File: src/rtl/jtframe_mbox_pkg.sv
// ============================================================================
// jtframe_mbox_pkg
// Shared constants, width helper and status-byte layout for the sound mailbox.
// Revision: 1.0
// ============================================================================
`default_nettype none

package jtframe_mbox_pkg;

  // Value shown on the FIFO head when the FIFO is empty; slice to the data width.
  localparam logic [63:0] EMPTY_VAL = '1;

  // Pointer width: $clog2(depth), but never below one bit.
  function automatic int mbox_aw(input int depth);
    return (depth <= 1) ? 1 : $clog2(depth);
  endfunction

  // Byte returned to the sound CPU by game-level status port decoders.
  typedef struct packed {
    logic [1:0] level;
    logic [3:0] rsvd;
    logic       main_rdy;
    logic       snd_flag;
  } mbox_status_t;

  function automatic mbox_status_t mbox_status(
    input logic [1:0] level,
    input logic       main_rdy,
    input logic       snd_flag
  );
    mbox_status_t s;
    s.level    = level;
    s.rsvd     = 4'b0;
    s.main_rdy = main_rdy;
    s.snd_flag = snd_flag;
    return s;
  endfunction

endpackage

`default_nettype wire

File: src/rtl/jtframe_mbox_fifo.sv
// ============================================================================
// jtframe_mbox_fifo
// Show-ahead command FIFO with push/pop/flush, occupancy level, full and empty.
// Revision: 1.0
// ============================================================================
`default_nettype none

module jtframe_mbox_fifo
  import jtframe_mbox_pkg::*;
#(
  parameter  int DW    = 8,
  parameter  int DEPTH = 4,
  localparam int AW    = mbox_aw(DEPTH)
) (
  input  logic          clk,
  input  logic          rst,
  input  logic          flush,
  input  logic          push,
  input  logic          pop,
  input  logic [DW-1:0] din,
  output logic [DW-1:0] dout,
  output logic [AW:0]   level,
  output logic          full,
  output logic          empty
);

  localparam logic [AW:0]   FULL_LVL = (AW+1)'(DEPTH);
  localparam logic [AW-1:0] LAST_PTR = AW'(DEPTH-1);

  logic [DW-1:0] mem_q [DEPTH];
  logic [AW-1:0] wr_ptr_q, wr_ptr_d;
  logic [AW-1:0] rd_ptr_q, rd_ptr_d;
  logic [AW:0]   level_q, level_d;
  logic          do_push, do_pop;

  // Explicit wrap so DEPTH=1 keeps its pointers pinned at zero.
  function automatic logic [AW-1:0] next_ptr(input logic [AW-1:0] p);
    return (p == LAST_PTR) ? '0 : p + 1'b1;
  endfunction

  assign empty   = (level_q == '0);
  assign full    = (level_q == FULL_LVL);
  assign do_pop  = pop && !empty;
  // A pop in the same cycle frees the slot, so a push at full is still taken.
  assign do_push = push && (!full || do_pop);

  always_comb begin
    wr_ptr_d = wr_ptr_q;
    rd_ptr_d = rd_ptr_q;
    level_d  = level_q;
    if (flush) begin
      wr_ptr_d = '0;
      rd_ptr_d = '0;
      level_d  = '0;
    end else begin
      if (do_push) wr_ptr_d = next_ptr(wr_ptr_q);
      if (do_pop)  rd_ptr_d = next_ptr(rd_ptr_q);
      case ({do_push, do_pop})
        2'b10:   level_d = level_q + 1'b1;
        2'b01:   level_d = level_q - 1'b1;
        default: level_d = level_q;
      endcase
    end
  end

  always_ff @(posedge clk) begin
    if (rst) begin
      wr_ptr_q <= '0;
      rd_ptr_q <= '0;
      level_q  <= '0;
    end else begin
      wr_ptr_q <= wr_ptr_d;
      rd_ptr_q <= rd_ptr_d;
      level_q  <= level_d;
    end
  end

  // Storage needs no reset: the level counter decides what is valid.
  always_ff @(posedge clk) begin
    if (do_push && !flush && !rst) mem_q[wr_ptr_q] <= din;
  end

  assign dout  = empty ? EMPTY_VAL[DW-1:0] : mem_q[rd_ptr_q];
  assign level = level_q;

endmodule

`default_nettype wire

File: src/rtl/jtframe_snd_mailbox.sv
// ============================================================================
// jtframe_snd_mailbox
// Main<->sound CPU mailbox: command FIFO, reply latch with strobe, gated NMI.
// Optional overrun tracking is built when JTFRAME_MBOX_OVERRUN_EN is defined.
// Revision: 1.0
// ============================================================================
`default_nettype none

module jtframe_snd_mailbox
  import jtframe_mbox_pkg::*;
#(
  parameter  int DW    = 8,
  parameter  int DEPTH = 4,
  localparam int AW    = mbox_aw(DEPTH)
) (
  input  logic          clk,
  input  logic          rst,
  input  logic          cen,
  input  logic          flush,
  input  logic [DW-1:0] main_din,
  input  logic          main_wr,
  output logic          main_full,
  output logic [DW-1:0] main_dout,
  output logic          main_rdy,
  input  logic          main_rd,
  output logic          main_stb,
  input  logic          snd_rd,
  output logic [DW-1:0] snd_dout,
  output logic          snd_flag,
  output logic [AW:0]   snd_level,
  input  logic          snd_wr,
  input  logic [DW-1:0] snd_din,
  input  logic          nmi_set,
  input  logic          nmi_clr,
  output logic          nmi_n,
  output logic          overrun,
  output logic [7:0]    drop_cnt
);

  logic fifo_full, fifo_empty;

  jtframe_mbox_fifo #(
    .DW    (DW),
    .DEPTH (DEPTH)
  ) u_fifo (
    .clk   (clk),
    .rst   (rst),
    .flush (flush),
    .push  (main_wr),
    .pop   (snd_rd),
    .din   (main_din),
    .dout  (snd_dout),
    .level (snd_level),
    .full  (fifo_full),
    .empty (fifo_empty)
  );

  assign main_full = fifo_full;
  assign snd_flag  = !fifo_empty;

  // Reply latch
  logic [DW-1:0] main_dout_q, main_dout_d;
  logic          main_rdy_q, main_rdy_d;
  logic          main_stb_q, main_stb_d;

  always_comb begin
    main_dout_d = main_dout_q;
    main_rdy_d  = main_rdy_q;
    main_stb_d  = 1'b0;
    if (main_rd) main_rdy_d = 1'b0;
    // A fresh reply overrides a same-cycle acknowledge.
    if (snd_wr) begin
      main_dout_d = snd_din;
      main_rdy_d  = 1'b1;
      main_stb_d  = 1'b1;
    end
  end

  always_ff @(posedge clk) begin
    if (rst) begin
      main_dout_q <= '0;
      main_rdy_q  <= 1'b0;
      main_stb_q  <= 1'b0;
    end else begin
      main_dout_q <= main_dout_d;
      main_rdy_q  <= main_rdy_d;
      main_stb_q  <= main_stb_d;
    end
  end

  assign main_dout = main_dout_q;
  assign main_rdy  = main_rdy_q;
  assign main_stb  = main_stb_q;

  // NMI enable and level-sensitive, cen-paced NMI output
  logic nmi_en_q, nmi_en_d;
  logic nmi_n_q, nmi_n_d;

  always_comb begin
    nmi_en_d = nmi_en_q;
    if (nmi_set) nmi_en_d = 1'b1;
    if (nmi_clr) nmi_en_d = 1'b0;
    nmi_n_d = cen ? !(nmi_en_q && snd_flag) : nmi_n_q;
  end

  always_ff @(posedge clk) begin
    if (rst) begin
      nmi_en_q <= 1'b0;
      nmi_n_q  <= 1'b1;
    end else begin
      nmi_en_q <= nmi_en_d;
      nmi_n_q  <= nmi_n_d;
    end
  end

  assign nmi_n = nmi_n_q;

`ifdef JTFRAME_MBOX_OVERRUN_EN
  logic       overrun_q, overrun_d;
  logic [7:0] drop_cnt_q, drop_cnt_d;
  logic       drop;

  // Matches the FIFO acceptance rule: a same-cycle pop makes room.
  assign drop = main_wr && fifo_full && !(snd_rd && !fifo_empty);

  always_comb begin
    overrun_d  = overrun_q;
    drop_cnt_d = drop_cnt_q;
    if (flush) begin
      overrun_d  = 1'b0;
      drop_cnt_d = '0;
    end else if (drop) begin
      overrun_d = 1'b1;
      if (drop_cnt_q != 8'hFF) drop_cnt_d = drop_cnt_q + 8'd1;
    end
  end

  always_ff @(posedge clk) begin
    if (rst) begin
      overrun_q  <= 1'b0;
      drop_cnt_q <= '0;
    end else begin
      overrun_q  <= overrun_d;
      drop_cnt_q <= drop_cnt_d;
    end
  end

  assign overrun  = overrun_q;
  assign drop_cnt = drop_cnt_q;
`else
  assign overrun  = 1'b0;
  assign drop_cnt = 8'h00;
`endif

endmodule

`default_nettype wire
File: config.mk
export PLATFORM = sky130hd
export DESIGN_NAME = jtframe_snd_mailbox
export DESIGN_NICKNAME = d
export VERILOG_FILES = /design/src/rtl/jtframe_mbox_pkg.sv /design/src/rtl/jtframe_mbox_fifo.sv /design/src/rtl/jtframe_snd_mailbox.sv
export SDC_FILE = /design/constraint.sdc
export NUM_CORES = 1
export LEC_CHECK = 0
export BUFFER_PORTS_ARGS = -buffer_cell sky130_fd_sc_hd__buf_2
export CAP_MARGIN = 25
export CORE_MARGIN = 1
export CORE_UTILIZATION = 36
export DETAILED_ROUTE_END_ITERATION = 10
export PLACE_DENSITY_LB_ADDON = 0.1
export REMOVE_ABC_BUFFERS = 1
export SKIP_CTS_REPAIR_TIMING = 1
export SLEW_MARGIN = 20
export SYNTH_ARGS = -nofsm -noshare
export SYNTH_HDL_FRONTEND = slang
export SYNTH_SLANG_ARGS = --single-unit
File: constraint.sdc
create_clock -name clk -period 5.5 [get_ports clk]
set_input_delay 0.275 -clock clk [delete_from_list [all_inputs] [get_ports clk]]
set_output_delay 0.275 -clock clk [all_outputs]
set_load 0.05 [all_outputs]
==> impl_metrics.sql, run 1 <==
INSERT INTO impl_metrics (metric_group, metric, value, unit) VALUES
('layout', 'insertedDiodeCount', '0', ''),
('clock_tree', 'clk_pin_slew', '0.09', 'ns'),
('pwr', 'vdd_drop_max', '0.150', 'mV'),
('timing', 'hold_ws', '0.127', 'ns'),
('global_route', 'via_count_of_the_first_global_routing_pass', '1333', ''),
('synth', 'syn_area_per_cell', '14.1', 'sq um'),
('clock_tree', 'clock_sinks', '53', ''),
('layout', 'share_of_cells_above_drive_strength_1', '39.6', '%'),
('clock_tree', 'clock_latency_on_the_worst_skew_pair', '0.30', 'ns'),
('clock_tree', 'cts_htree_levels', '2', ''),
('layout', 'finish.net_count', '239', ''),
('routing', 'route.detailed.vias_per_inst', '4.68', ''),
('critical_path', 'cp_max_fo', '7', ''),
('critical_path', 'worst_setup_path_end_kind', 'flip-flop', ''),
('synth', 'netlist_area', '0.00219', 'sq mm'),
('synth', 'top_post_synthesis_cells_by_area', 'edfxtp_1 44%, dfxtp_1 19%, mux4_2 8.2%, mux2i_1 3.7%, ha_1 3.4%', ''),
('timing', 'ratio_of_final_minimum_period_to_clock_period', '46.0', '%'),
('layout', 'finish.utilization', '43.5', '%'),
('placed_design', 'port-buffer-count', '49', ''),
('global_route', 'antenna_found_initial', '0', ''),
('outcome', 'run_status', 'finished clean', ''),
('synth', 'number_of_enable_type_register_cells_in_the_synthesized_netlist', '32', ''),
('clock_tree', 'cts_buf_count', '5', ''),
('clock_tree', 'cts_root_buffer', 'clkbuf_8', ''),
('timing', 'max_slew.worst_pin.slew', '0.637', 'ns'),
('routing', 'via_count', '1319', ''),
('floorplanning', 'io_pins', '59', ''),
('timing', 'finalMaxSlewViolations', '0', ''),
('critical_path', 'arrival', '2.76', 'ns'),
('floorplanning', 'fp-row-count', '28', ''),
('worst_hold_path', 'holdCritPathClass', 'in2reg', ''),
('layout', 'flow.area_growth_from_synthesis', '16.8', '%'),
('critical_path', 'crit-reg2reg-capture', 'u_fifo.level[2]', ''),
('global_route', 'globalRouteOverflowTotal', '0', ''),
('synth', 'ys_ff_latch', '53', ''),
('synth', 'yosysMostFrequentCell', 'edfxtp_1', ''),
('global_route', 'grt_first_pass_wirelength', '6160', 'um'),
('routing', 'avgRoutedWirePerCell', '13.7', 'um'),
('critical_path', 'reg2reg_slack', '2.97', 'ns'),
('floorplanning', 'die_area', '0.00641', 'sq mm'),
('timing', 'min_period', '2.53', 'ns'),
('clock_tree', 'cts_buffer_depth', '2', ''),
('timing', 'fin_tns_setup', '0', 'ns'),
('job', 'total_of_max_cap_violations', '0', ''),
('synth', 'synth_ff_type', 'edfxtp_1', ''),
('global_route', 'grt_start_max_net_pins', '16', ''),
('pwr', 'total_leakage_power', '1.03', 'nW'),
('timing', 'finClkSkew', '0.00729', 'ns'),
('timing', 'finalHoldViolCount', '0', ''),
('clock_tree', 'tritoncts', 'done', ''),
('critical_path', 'worst-endpoint-required', '5.73', 'ns'),
('synth', 'synthesis.instances', '156', ''),
('placed_design', 'place.gp.congestion', '0.786', ''),
('placed_design', 'dpl.hpwl', '2720', 'um'),
('critical_path', 'worstSetupStartpointType', 'flip-flop', ''),
('routing', 'drt_first_pass_iters', '4', ''),
('global_route', 'grt.total_usage', '13.2', '%'),
('routing', 'number_of_design_rule_violations_left_by_the_first_detailed_router_iteration', '35', ''),
('timing', 'achievable-frequency', '395', 'MHz'),
('routing', 'finalWirelength', '3850', 'um'),
('critical_path', 'rr_startpoint', 'u_fifo.level[2]', ''),
('synth', 'yosysWarnings', '0', ''),
('floorplanning', 'vertical_extent_of_the_die', '80.1', 'um'),
('floorplanning', 'core-area', '0.00589', 'sq mm'),
('synth', 'yosys-top-cells-count', '32 x edfxtp_1, 21 x dfxtp_1, 15 x nor2_1', ''),
('worst_hold_path', 'worst_hold_startpoint', 'nmi_clr', ''),
('synth', 'synth_cell_types', '32', ''),
('floorplanning', 'start_util', '37.3', '%'),
('pwr', 'power.density', '295', 'mW/mm^2'),
('synth', 'ys_async_sr_fraction', '0', '%'),
('timing', 'grt_setup_unrepaired', 'no', ''),
('routing', 'drt.antenna.violating_nets', '0', ''),
('routing', 'drc', '0', ''),
('synth', 'synth_top_area_cell', 'edfxtp_1', ''),
('synth', 'synth_sequential_area_ratio', '63.0', '%'),
('worst_hold_path', 'hold_path_depth', '2', ''),
('floorplanning', 'floorplan.die.width', '80.1', 'um'),
('synth', 'synth_largest_type_area_fraction', '43.8', '%'),
('timing', 'worst_slew_margin_rel', '57.2', '%'),
('timing', 'setup_viol_count_final', '0', ''),
('worst_hold_path', 'min_to', 'nmi_en_q', ''),
('critical_path', 'ff2ff_path_depth', '9', ''),
('critical_path', 'type_of_the_setup_path_with_the_least_slack', 'reg2reg', '');
-- layout make-up --
| type | count | area, sq um |
|---|---|---|
| well taps | 75 | 93.8 |
| repair buffers | 50 | 253 |
| flip-flops and latches | 53 | 1380 |
| fillers | 541 | 3320 |
| inverters | 9 | 33.8 |
| clock buffers | 7 | 83.8 |
| clock inverters | 1 | 7.51 |
| multi-input cells | 87 | 709 |
-- critical path, stage by stage (launching register included) --
cell,delay (ns)
dfxtp_1,0.43
or4b_4,0.50
and2_4,0.20
inv_1,0.06
ha_1,0.18
inv_1,0.07
fa_1,0.39
xor2_1,0.16
or3_1,0.32
a21oi_1,0.16
-- cells by family (layout without fill, tap and decap cells) --
kind of cell,Yosys count,after routing,share of synthesized area [%]
other cells,1,9,0.171
simple gates,43,43,10.7
mux,16,16,11.9
buf+inv,24,67,6.05
fa+ha+maj,7,7,4.34
xor+xnor,2,2,0.799
compound gates,10,10,3.14
flops,53,53,63.0
-- worst max-delay path by stage --
stage                         start              end  slack (ns)  cells after the start
floorplan           u_fifo.level[2]  u_fifo.level[2]        2.85                      9
global placement    u_fifo.level[1]  u_fifo.level[2]        3.13                      9
detailed placement  u_fifo.level[1]  u_fifo.level[2]        3.02                      9
CTS                 u_fifo.level[1]  u_fifo.level[2]        2.99                      9
global route        u_fifo.level[1]  u_fifo.level[2]        2.84                      9
finish              u_fifo.level[2]  u_fifo.level[2]        2.97                      9
-- registers in the layout (all words and copies together) (netlist names), named ones only --
signal           flops
nmi_en_q             1
u_fifo.mem_q        32
main_dout            8
u_fifo.rd_ptr_q      2
u_fifo.wr_ptr_q      2
u_fifo.level         3
nmi_n                1
main_stb             1
main_rdy             1
-- metrics by stage --
stage / area (sq um) / instances / power (mW) / setup slack, ns
finish: 2560 / 282 / 0.755 / 2.97
global route: 2560 / 282 / 0.787 / 2.84
CTS: 2560 / 282 / 0.765 / 2.99
detailed placement: 2470 / 274 / 0.548 / 3.02
global placement: 2470 / 274 / 0.546 / 3.13
floorplan: 2120 / 149 / 0.517 / 2.85
-- layer usage --
metal	track usage [%]	share of wire, %
met2	24.1	51
met5	0	0
met4	6.79	2.0
met3	3.07	5.5
met1	14.2	41
-- cell usage in the layout (no fill, tap or decap), drive strengths merged --
cell      Yosys  layout
clkbuf        3       7
edfxtp       32      32
ha            6       6
a21oi         4       4
clkinvlp      0       1
conb          1       9
inv           9       9
mux4          8       8
or4b          1       1
nand3         1       1
nor2b         1       1
o22ai         1       1
nor3          2       2
dfxtp        21      21
o21ai         2       2
nand2         3       3
xor2          2       2
mux2i         8       8
and2          1       1
fa            1       1
nand4         2       2
or3           2       2
and3          5       5
buf          12      50
o31ai         3       3
nor2         15      15
or2           9       9
nand2b        1       1
-- where the power goes --
| group | internal, mW | switching, mW | leakage (nW) |
|---|---|---|---|
| combinational | 0.0289 | 0.0745 | 0.520 |
| clock | 0.100 | 0.117 | 0.0453 |
| sequential | 0.429 | 0.00576 | 0.461 |
Power figures use the tool's default switching activity.
==> inputs of run 2 (changes only) <==
--- a/config.mk
+++ b/config.mk
@@ -5,6 +5,7 @@
 export SDC_FILE = /design/constraint.sdc
 export NUM_CORES = 1
 export LEC_CHECK = 0
+export ABC_AREA = 1
 export BUFFER_PORTS_ARGS = -buffer_cell sky130_fd_sc_hd__buf_2
 export CAP_MARGIN = 25
 export CORE_MARGIN = 1
==> constraint.sdc (replaced) <==
create_clock -name clk -period 2.55 [get_ports clk]
set_input_delay 0.1275 -clock clk [delete_from_list [all_inputs] [get_ports clk]]
set_output_delay 0.1275 -clock clk [all_outputs]
set_load 0.05 [all_outputs]
==> impl_metrics.sql, run 2 <==
INSERT INTO impl_metrics (metric_group, metric, value, unit) VALUES
('clock_tree', 'cts_buf_count', '5', ''),
('outcome', 'run_status', 'finished clean', ''),
('synth', 'synth_sequential_area_ratio', '61.4', '%'),
('timing', 'achievable-frequency', '551', 'MHz'),
('synth', 'syn_area_per_cell', '10.2', 'sq um'),
('routing', 'via_count', '1585', ''),
('synth', 'yosysWarnings', '0', ''),
('placed_design', 'place.gp.congestion', '0.756', ''),
('layout', 'layout.cells.most_common', 'buf_2', ''),
('floorplanning', 'io_pins', '59', ''),
('layout', 'share_of_cells_above_drive_strength_1', '24.6', '%'),
('clock_tree', 'clock_sinks', '53', ''),
('routing', 'drc', '0', ''),
('worst_hold_path', 'holdCritPathClass', 'in2reg', ''),
('layout', 'largest_reg_flops', '32', ''),
('placed_design', 'port-buffer-count', '49', ''),
('timing', 'grt_setup_unrepaired', 'no', ''),
('timing', 'finalHoldViolCount', '0', ''),
('critical_path', 'critPathSlowestCell', 'fa_1', ''),
('global_route', 'grt_first_pass_wirelength', '6580', 'um'),
('floorplanning', 'floorplan.die.width', '81.1', 'um'),
('critical_path', 'crit_path_max_incr_delay', '0.40', 'ns'),
('clock_tree', 'cts_root_buffer', 'clkbuf_8', ''),
('critical_path', 'cp_max_fo', '5', ''),
('synth', 'synth_ff_type', 'edfxtp_1', ''),
('placed_design', 'placement.setup.worst_slack', '0.770', 'ns'),
('clock_tree', 'clk_pin_slew', '0.10', 'ns'),
('pwr', 'power.density', '667', 'mW/mm^2'),
('synth', 'top_post_synthesis_cells_by_area', 'edfxtp_1 43%, dfxtp_1 19%, nor2_1 5.7%, inv_1 5.3%, nand2_1 3.8%', ''),
('routing', 'routed-wl-met2', '1890', 'um'),
('routing', 'number_of_design_rule_violations_left_by_the_first_detailed_router_iteration', '63', ''),
('floorplanning', 'die_area', '0.00657', 'sq mm'),
('timing', 'min_period', '1.81', 'ns'),
('routing', 'route.top_layer_used', 'met4', ''),
('routing', 'route.met3.wl', '236', 'um'),
('clock_tree', 'tritoncts', 'done', ''),
('critical_path', 'worst_setup_path_end_kind', 'flip-flop', ''),
('pwr', 'total_leakage_power', '1.17', 'nW'),
('critical_path', 'crit_chain', 'nor2_2 > nand3_1 > nand2_2 > ha_1 > inv_1 > fa_1 > nand2_1 > nand3_1 > nor2_1 > nor2_1', ''),
('floorplanning', 'vertical_extent_of_the_die', '81.1', 'um'),
('timing', 'finClkSkew', '0.00844', 'ns'),
('layout', 'finish.net_count', '312', ''),
('global_route', 'globalRouteOverflowTotal', '0', ''),
('layout', 'flow.area_growth_from_synthesis', '19.2', '%'),
('timing', 'setup_viol_count_final', '0', ''),
('synth', 'synth_cell_types', '22', ''),
('synth', 'ys_ff_latch', '53', ''),
('routing', 'drt.antenna.violating_nets', '0', ''),
('pwr', 'power.total', '1.79', 'mW'),
('synth', 'yosysMostFrequentCell', 'nor2_1', ''),
('layout', 'layout_common_cells', '49 x buf_2, 34 x nor2_1, 32 x inv_1, 32 x edfxtp_1, 23 x nand2_1', ''),
('floorplanning', 'core-area', '0.00599', 'sq mm'),
('synth', 'synth_top_area_cell', 'edfxtp_1', ''),
('timing', 'finalMaxSlewViolations', '0', ''),
('global_route', 'grt_start_max_net_pins', '33', ''),
('synth', 'synth_largest_type_area_fraction', '42.7', '%'),
('floorplanning', 'start_util', '37.6', '%'),
('layout', 'finish.utilization', '44.8', '%'),
('placed_design', 'placement_cell_area', '0.00255', 'sq mm'),
('clock_tree', 'cts_buffer_depth', '2', ''),
('routing', 'route.detailed.vias_per_inst', '4.46', ''),
('timing', 'ratio_of_final_minimum_period_to_clock_period', '71.1', '%'),
('floorplanning', 'fp-row-count', '28', ''),
('routing', 'avgRoutedWirePerCell', '11.3', 'um'),
('synth', 'ys_async_sr_fraction', '0', '%'),
('synth', 'number_of_enable_type_register_cells_in_the_synthesized_netlist', '32', ''),
('synth', 'synthesis.instances', '221', ''),
('pwr', 'vdd_drop_max', '0.276', 'mV'),
('routing', 'drt-met1-wl', '1830', 'um'),
('job', 'total_of_max_cap_violations', '0', ''),
('placed_design', 'dpl.hpwl', '2770', 'um'),
('timing', 'setup_slack', '0.737', 'ns'),
('timing', 'fin_tns_setup', '0', 'ns'),
('timing', 'worst_slew_margin_rel', '65.2', '%'),
('layout', 'fill_cells', '592', ''),
('critical_path', 'worstSetupStartpointType', 'flip-flop', ''),
('layout', 'largest_register_by_flop_count', 'u_fifo.mem_q', ''),
('layout', 'insertedDiodeCount', '0', ''),
('timing', 'max_slew.worst_pin.slew', '0.522', 'ns'),
('synth', 'yosys-top-cells-count', '34 x nor2_1, 32 x edfxtp_1, 32 x inv_1', ''),
('clock_tree', 'cts_htree_levels', '2', ''),
('routing', 'drt_first_pass_iters', '4', ''),
('clock_tree', 'clock_latency_on_the_worst_skew_pair', '0.30', 'ns'),
('synth', 'netlist_area', '0.00225', 'sq mm'),
('critical_path', 'reg2reg_slack', '0.74', 'ns'),
('critical_path', 'type_of_the_setup_path_with_the_least_slack', 'reg2reg', ''),
('critical_path', 'arrival', '2.02', 'ns'),
('global_route', 'grt.total_usage', '13.3', '%'),
('global_route', 'via_count_of_the_first_global_routing_pass', '1446', ''),
('critical_path', 'worst-endpoint-required', '2.75', 'ns'),
('routing', 'finalWirelength', '4000', 'um'),
('layout', 'design_area', '0.00268', 'sq mm'),
('global_route', 'antenna_found_initial', '0', '');
-- run 2: changes by cell type in the layout (fill, tap and decap cells not counted), moves of 9 or more --
cell,previous run,this run
inv_1,9,32
or2_2,9,0
o21ai_0,2,17
nand3_1,1,11
nand2_1,3,23
nor2_1,15,34
-- run 2: logic make-up (layout without fill, tap and decap cells) --
| family | Yosys count | after routing | synth area share (%) |
|---|---|---|---|
| fa+ha+maj | 7 | 7 | 4.22 |
| compound gates | 39 | 39 | 9.95 |
| simple gates | 73 | 73 | 13.5 |
| buf+inv | 48 | 99 | 10.8 |
| other cells | 1 | 9 | 0.167 |
| flops | 53 | 53 | 61.4 |
-- run 2: final timing paths --
path | start | endpoint | depth (start not counted)
max | u_fifo.level[1] | u_fifo.level[2] | 10
min | cen | nmi_n | 2
max reg2reg | u_fifo.level[1] | u_fifo.level[2] | 10
min reg2reg | main_rdy | main_rdy | 2
-- run 2: through the flow --
step,std cells,hold slack (ns)
after floorplan,215,0.200
after global placement,345,0.291
after detailed placement,345,0.296
after CTS,353,-0.0354
after global routing,355,0.0276
final,355,0.0289
-- run 2: metal layers --
layer	track usage, %	vias to the layer above
met5	0	-
met4	4.82	0
met3	3.82	5
met2	22.8	44
met1	15.9	715
li1	-	821
-- run 2: area by class of cell --
class / instances / area, sq um / share of cell area (%)
Sequential cell: 53 / 1380 / 51.5
Multi-Input combinational cell: 128 / 656 / 24.4
Timing Repair Buffer: 57 / 310 / 11.6
Inverter: 34 / 128 / 4.76
Tap cell: 75 / 93.8 / 3.50
Clock buffer: 5 / 68.8 / 2.56
Clock inverter: 3 / 46.3 / 1.72
-- run 2: worst max-delay path: cells and delay by family, from the launching register on --
kind | cells | cell delay (ns)
adders and majority gates | 2 | 0.58
and+or+nand+nor | 7 | 0.74
DFF | 1 | 0.35
buffers and inverters | 1 | 0.07
-- run 2: power breakdown --
part           switching [mW]  total, mW  leakage (nW)  internal [mW]
Sequential             0.0112      0.942         0.462          0.930
Clock                   0.274      0.568        0.0543          0.294
Combinational           0.210      0.279         0.658         0.0689
==> inputs of run 3 (changes only) <==
==> constraint.sdc (replaced) <==
create_clock -name clk -period 1.7 [get_ports clk]
set_input_delay 0.085 -clock clk [delete_from_list [all_inputs] [get_ports clk]]
set_output_delay 0.085 -clock clk [all_outputs]
set_load 0.05 [all_outputs]
==> impl_metrics.sql, run 3 (same netlist as run 2, synthesis figures left out) <==
INSERT INTO impl_metrics (metric_group, metric, value, unit) VALUES
('critical_path', 'type_of_the_setup_path_with_the_least_slack', 'reg2reg', ''),
('critical_path', 'worstSetupStartpointType', 'flip-flop', ''),
('critical_path', 'worst-endpoint-required', '1.90', 'ns'),
('layout', 'flow.area_growth_from_synthesis', '26.8', '%'),
('routing', 'drc', '0', ''),
('pwr', 'power.density', '903', 'mW/mm^2'),
('critical_path', 'arrival', '1.84', 'ns'),
('timing', 'grt_setup_unrepaired', 'yes', ''),
('timing', 'finalHoldViolCount', '0', ''),
('floorplanning', 'io_pins', '59', ''),
('timing', 'fin_tns_setup', '0', 'ns'),
('critical_path', 'crit_chain', 'nor2_4 > nand3_2 > nand2_2 > ha_4 > inv_2 > fa_1 > inv_1 > nand2_1 > nand3_1 > nand2_1 > nand2_1 > nor2_1', ''),
('routing', 'number_of_design_rule_violations_left_by_the_first_detailed_router_iteration', '46', ''),
('pwr', 'power.total', '2.58', 'mW'),
('clock_tree', 'cts_root_buffer', 'clkbuf_8', ''),
('layout', 'insertedDiodeCount', '0', ''),
('placed_design', 'port-buffer-count', '49', ''),
('routing', 'avgRoutedWirePerCell', '11.1', 'um'),
('floorplanning', 'fp-row-count', '28', ''),
('floorplanning', 'core-area', '0.00599', 'sq mm'),
('placed_design', 'place.gp.congestion', '0.767', ''),
('layout', 'share_of_cells_above_drive_strength_1', '30.6', '%'),
('layout', 'layout.cells.most_common', 'buf_2', ''),
('clock_tree', 'clk_pin_slew', '0.09', 'ns'),
('critical_path', 'critical_path.most_common_cell', 'nand2_1', ''),
('placed_design', 'dpl.hpwl', '2680', 'um'),
('job', 'total_of_max_cap_violations', '0', ''),
('layout', 'finish.net_count', '329', ''),
('timing', 'setup_viol_count_final', '0', ''),
('worst_hold_path', 'holdCritPathClass', 'in2reg', ''),
('floorplanning', 'die_area', '0.00657', 'sq mm'),
('layout', 'layout_common_cells', '47 x buf_2, 34 x nor2_1, 32 x edfxtp_1, 30 x inv_1, 21 x nand2_1', ''),
('floorplanning', 'floorplan.die.width', '81.1', 'um'),
('global_route', 'globalRouteOverflowTotal', '0', ''),
('critical_path', 'crit_path_max_incr_delay', '0.37', 'ns'),
('layout', 'largest_reg_flops', '32', ''),
('critical_path', 'worst_setup_path_end_kind', 'flip-flop', ''),
('critical_path', 'cp_max_fo', '2', ''),
('pwr', 'vdd_drop_max', '0.389', 'mV'),
('routing', 'via_count', '1622', ''),
('routing', 'drt.antenna.violating_nets', '0', ''),
('pwr', 'total_leakage_power', '1.25', 'nW'),
('global_route', 'grt_start_max_net_pins', '33', ''),
('timing', 'achievable-frequency', '610', 'MHz'),
('timing', 'finClkSkew', '0.00340', 'ns'),
('clock_tree', 'clock_sinks', '53', ''),
('global_route', 'grt_first_pass_wirelength', '6440', 'um'),
('clock_tree', 'cts_htree_levels', '2', ''),
('global_route', 'via_count_of_the_first_global_routing_pass', '1400', ''),
('global_route', 'antenna_found_initial', '0', ''),
('routing', 'route.detailed.vias_per_inst', '4.36', ''),
('timing', 'min_period', '1.64', 'ns'),
('timing', 'ratio_of_final_minimum_period_to_clock_period', '96.5', '%'),
('layout', 'largest_register_by_flop_count', 'u_fifo.mem_q', ''),
('floorplanning', 'vertical_extent_of_the_die', '81.1', 'um'),
('routing', 'drt_first_pass_iters', '4', ''),
('clock_tree', 'cts_buffer_depth', '2', ''),
('routing', 'finalWirelength', '4120', 'um'),
('floorplanning', 'start_util', '37.6', '%'),
('clock_tree', 'clock_latency_on_the_worst_skew_pair', '0.30', 'ns'),
('critical_path', 'critPathSlowestCell', 'fa_1', ''),
('outcome', 'run_status', 'finished clean', ''),
('global_route', 'grt.total_usage', '13.1', '%'),
('clock_tree', 'cts_buf_count', '5', ''),
('timing', 'finalMaxSlewViolations', '0', ''),
('clock_tree', 'tritoncts', 'done', '');
[run 3: changes by cell type in the layout (fill, tap and decap cells not counted), sizes merged]
| cell | delta |
|---|---|
| dlygate4sd3 | +5 |
| clkbuf | +3 |
| bufinv | -1 |
| clkinvlp | +1 |
| buf | +9 |
[run 3: worst max-delay path: cells and delay by family, from the launching register on]
family / cells / cell delay (ns)
buffers and inverters: 2 / 0.11
flip-flops: 1 / 0.35
AND/OR/NAND/NOR: 8 / 0.55
adder cells (fa/ha/maj): 2 / 0.52
[run 3: worst paths after layout]
| path | startpoint | end | slack (ns) | depth (start not counted) |
|---|---|---|---|---|
| max | u_fifo.level[0] | u_fifo.level[2] | 0.06 | 12 |
| min | main_din[0] | u_fifo.mem_q[1][0] | 0.002 | 1 |
| max reg2reg | u_fifo.level[0] | u_fifo.level[2] | 0.06 | 12 |
| min reg2reg | main_rdy | main_rdy | 0.48 | 2 |
[run 3: power by group]
| group | switching [mW] | leakage [nW] | internal [mW] |
|---|---|---|---|
| registers | 0.0178 | 0.463 | 1.40 |
| logic | 0.329 | 0.745 | 0.138 |
| clock network | 0.405 | 0.0445 | 0.293 |
[run 3: final cells by class]
class	instances	area, sq um
flip-flops and latches	53	1390
well taps	75	93.8
clock buffers	5	68.8
inverters	34	131
multi-input cells	128	687
repair buffers	74	468
clock inverters	3	21.3
fillers	593	3140
[run 3: layer usage]
metal | vias up | GRT usage [%] | routed length (um)
met5 | - | 0 | 0
met4 | 0 | 4.29 | 26
met3 | 2 | 3.48 | 226
met2 | 51 | 21.8 | 2030
met1 | 716 | 16.5 | 1840
li1 | 853 | - | -
[run 3: metrics by stage]
step	instance area, sq um	hold slack, ns	cells	utilization (%)	worst slack [ns]
floorplan	2160	0.157	215	-	-0.872
global route	2860	0.000523	372	47.7	-0.0526
finish	2860	0.00158	372	47.7	0.0602
global placement	2580	0.248	349	43.0	0.0619
CTS	2670	-0.0795	357	44.5	-0.0221
detailed placement	2580	0.250	349	43.0	-0.00467
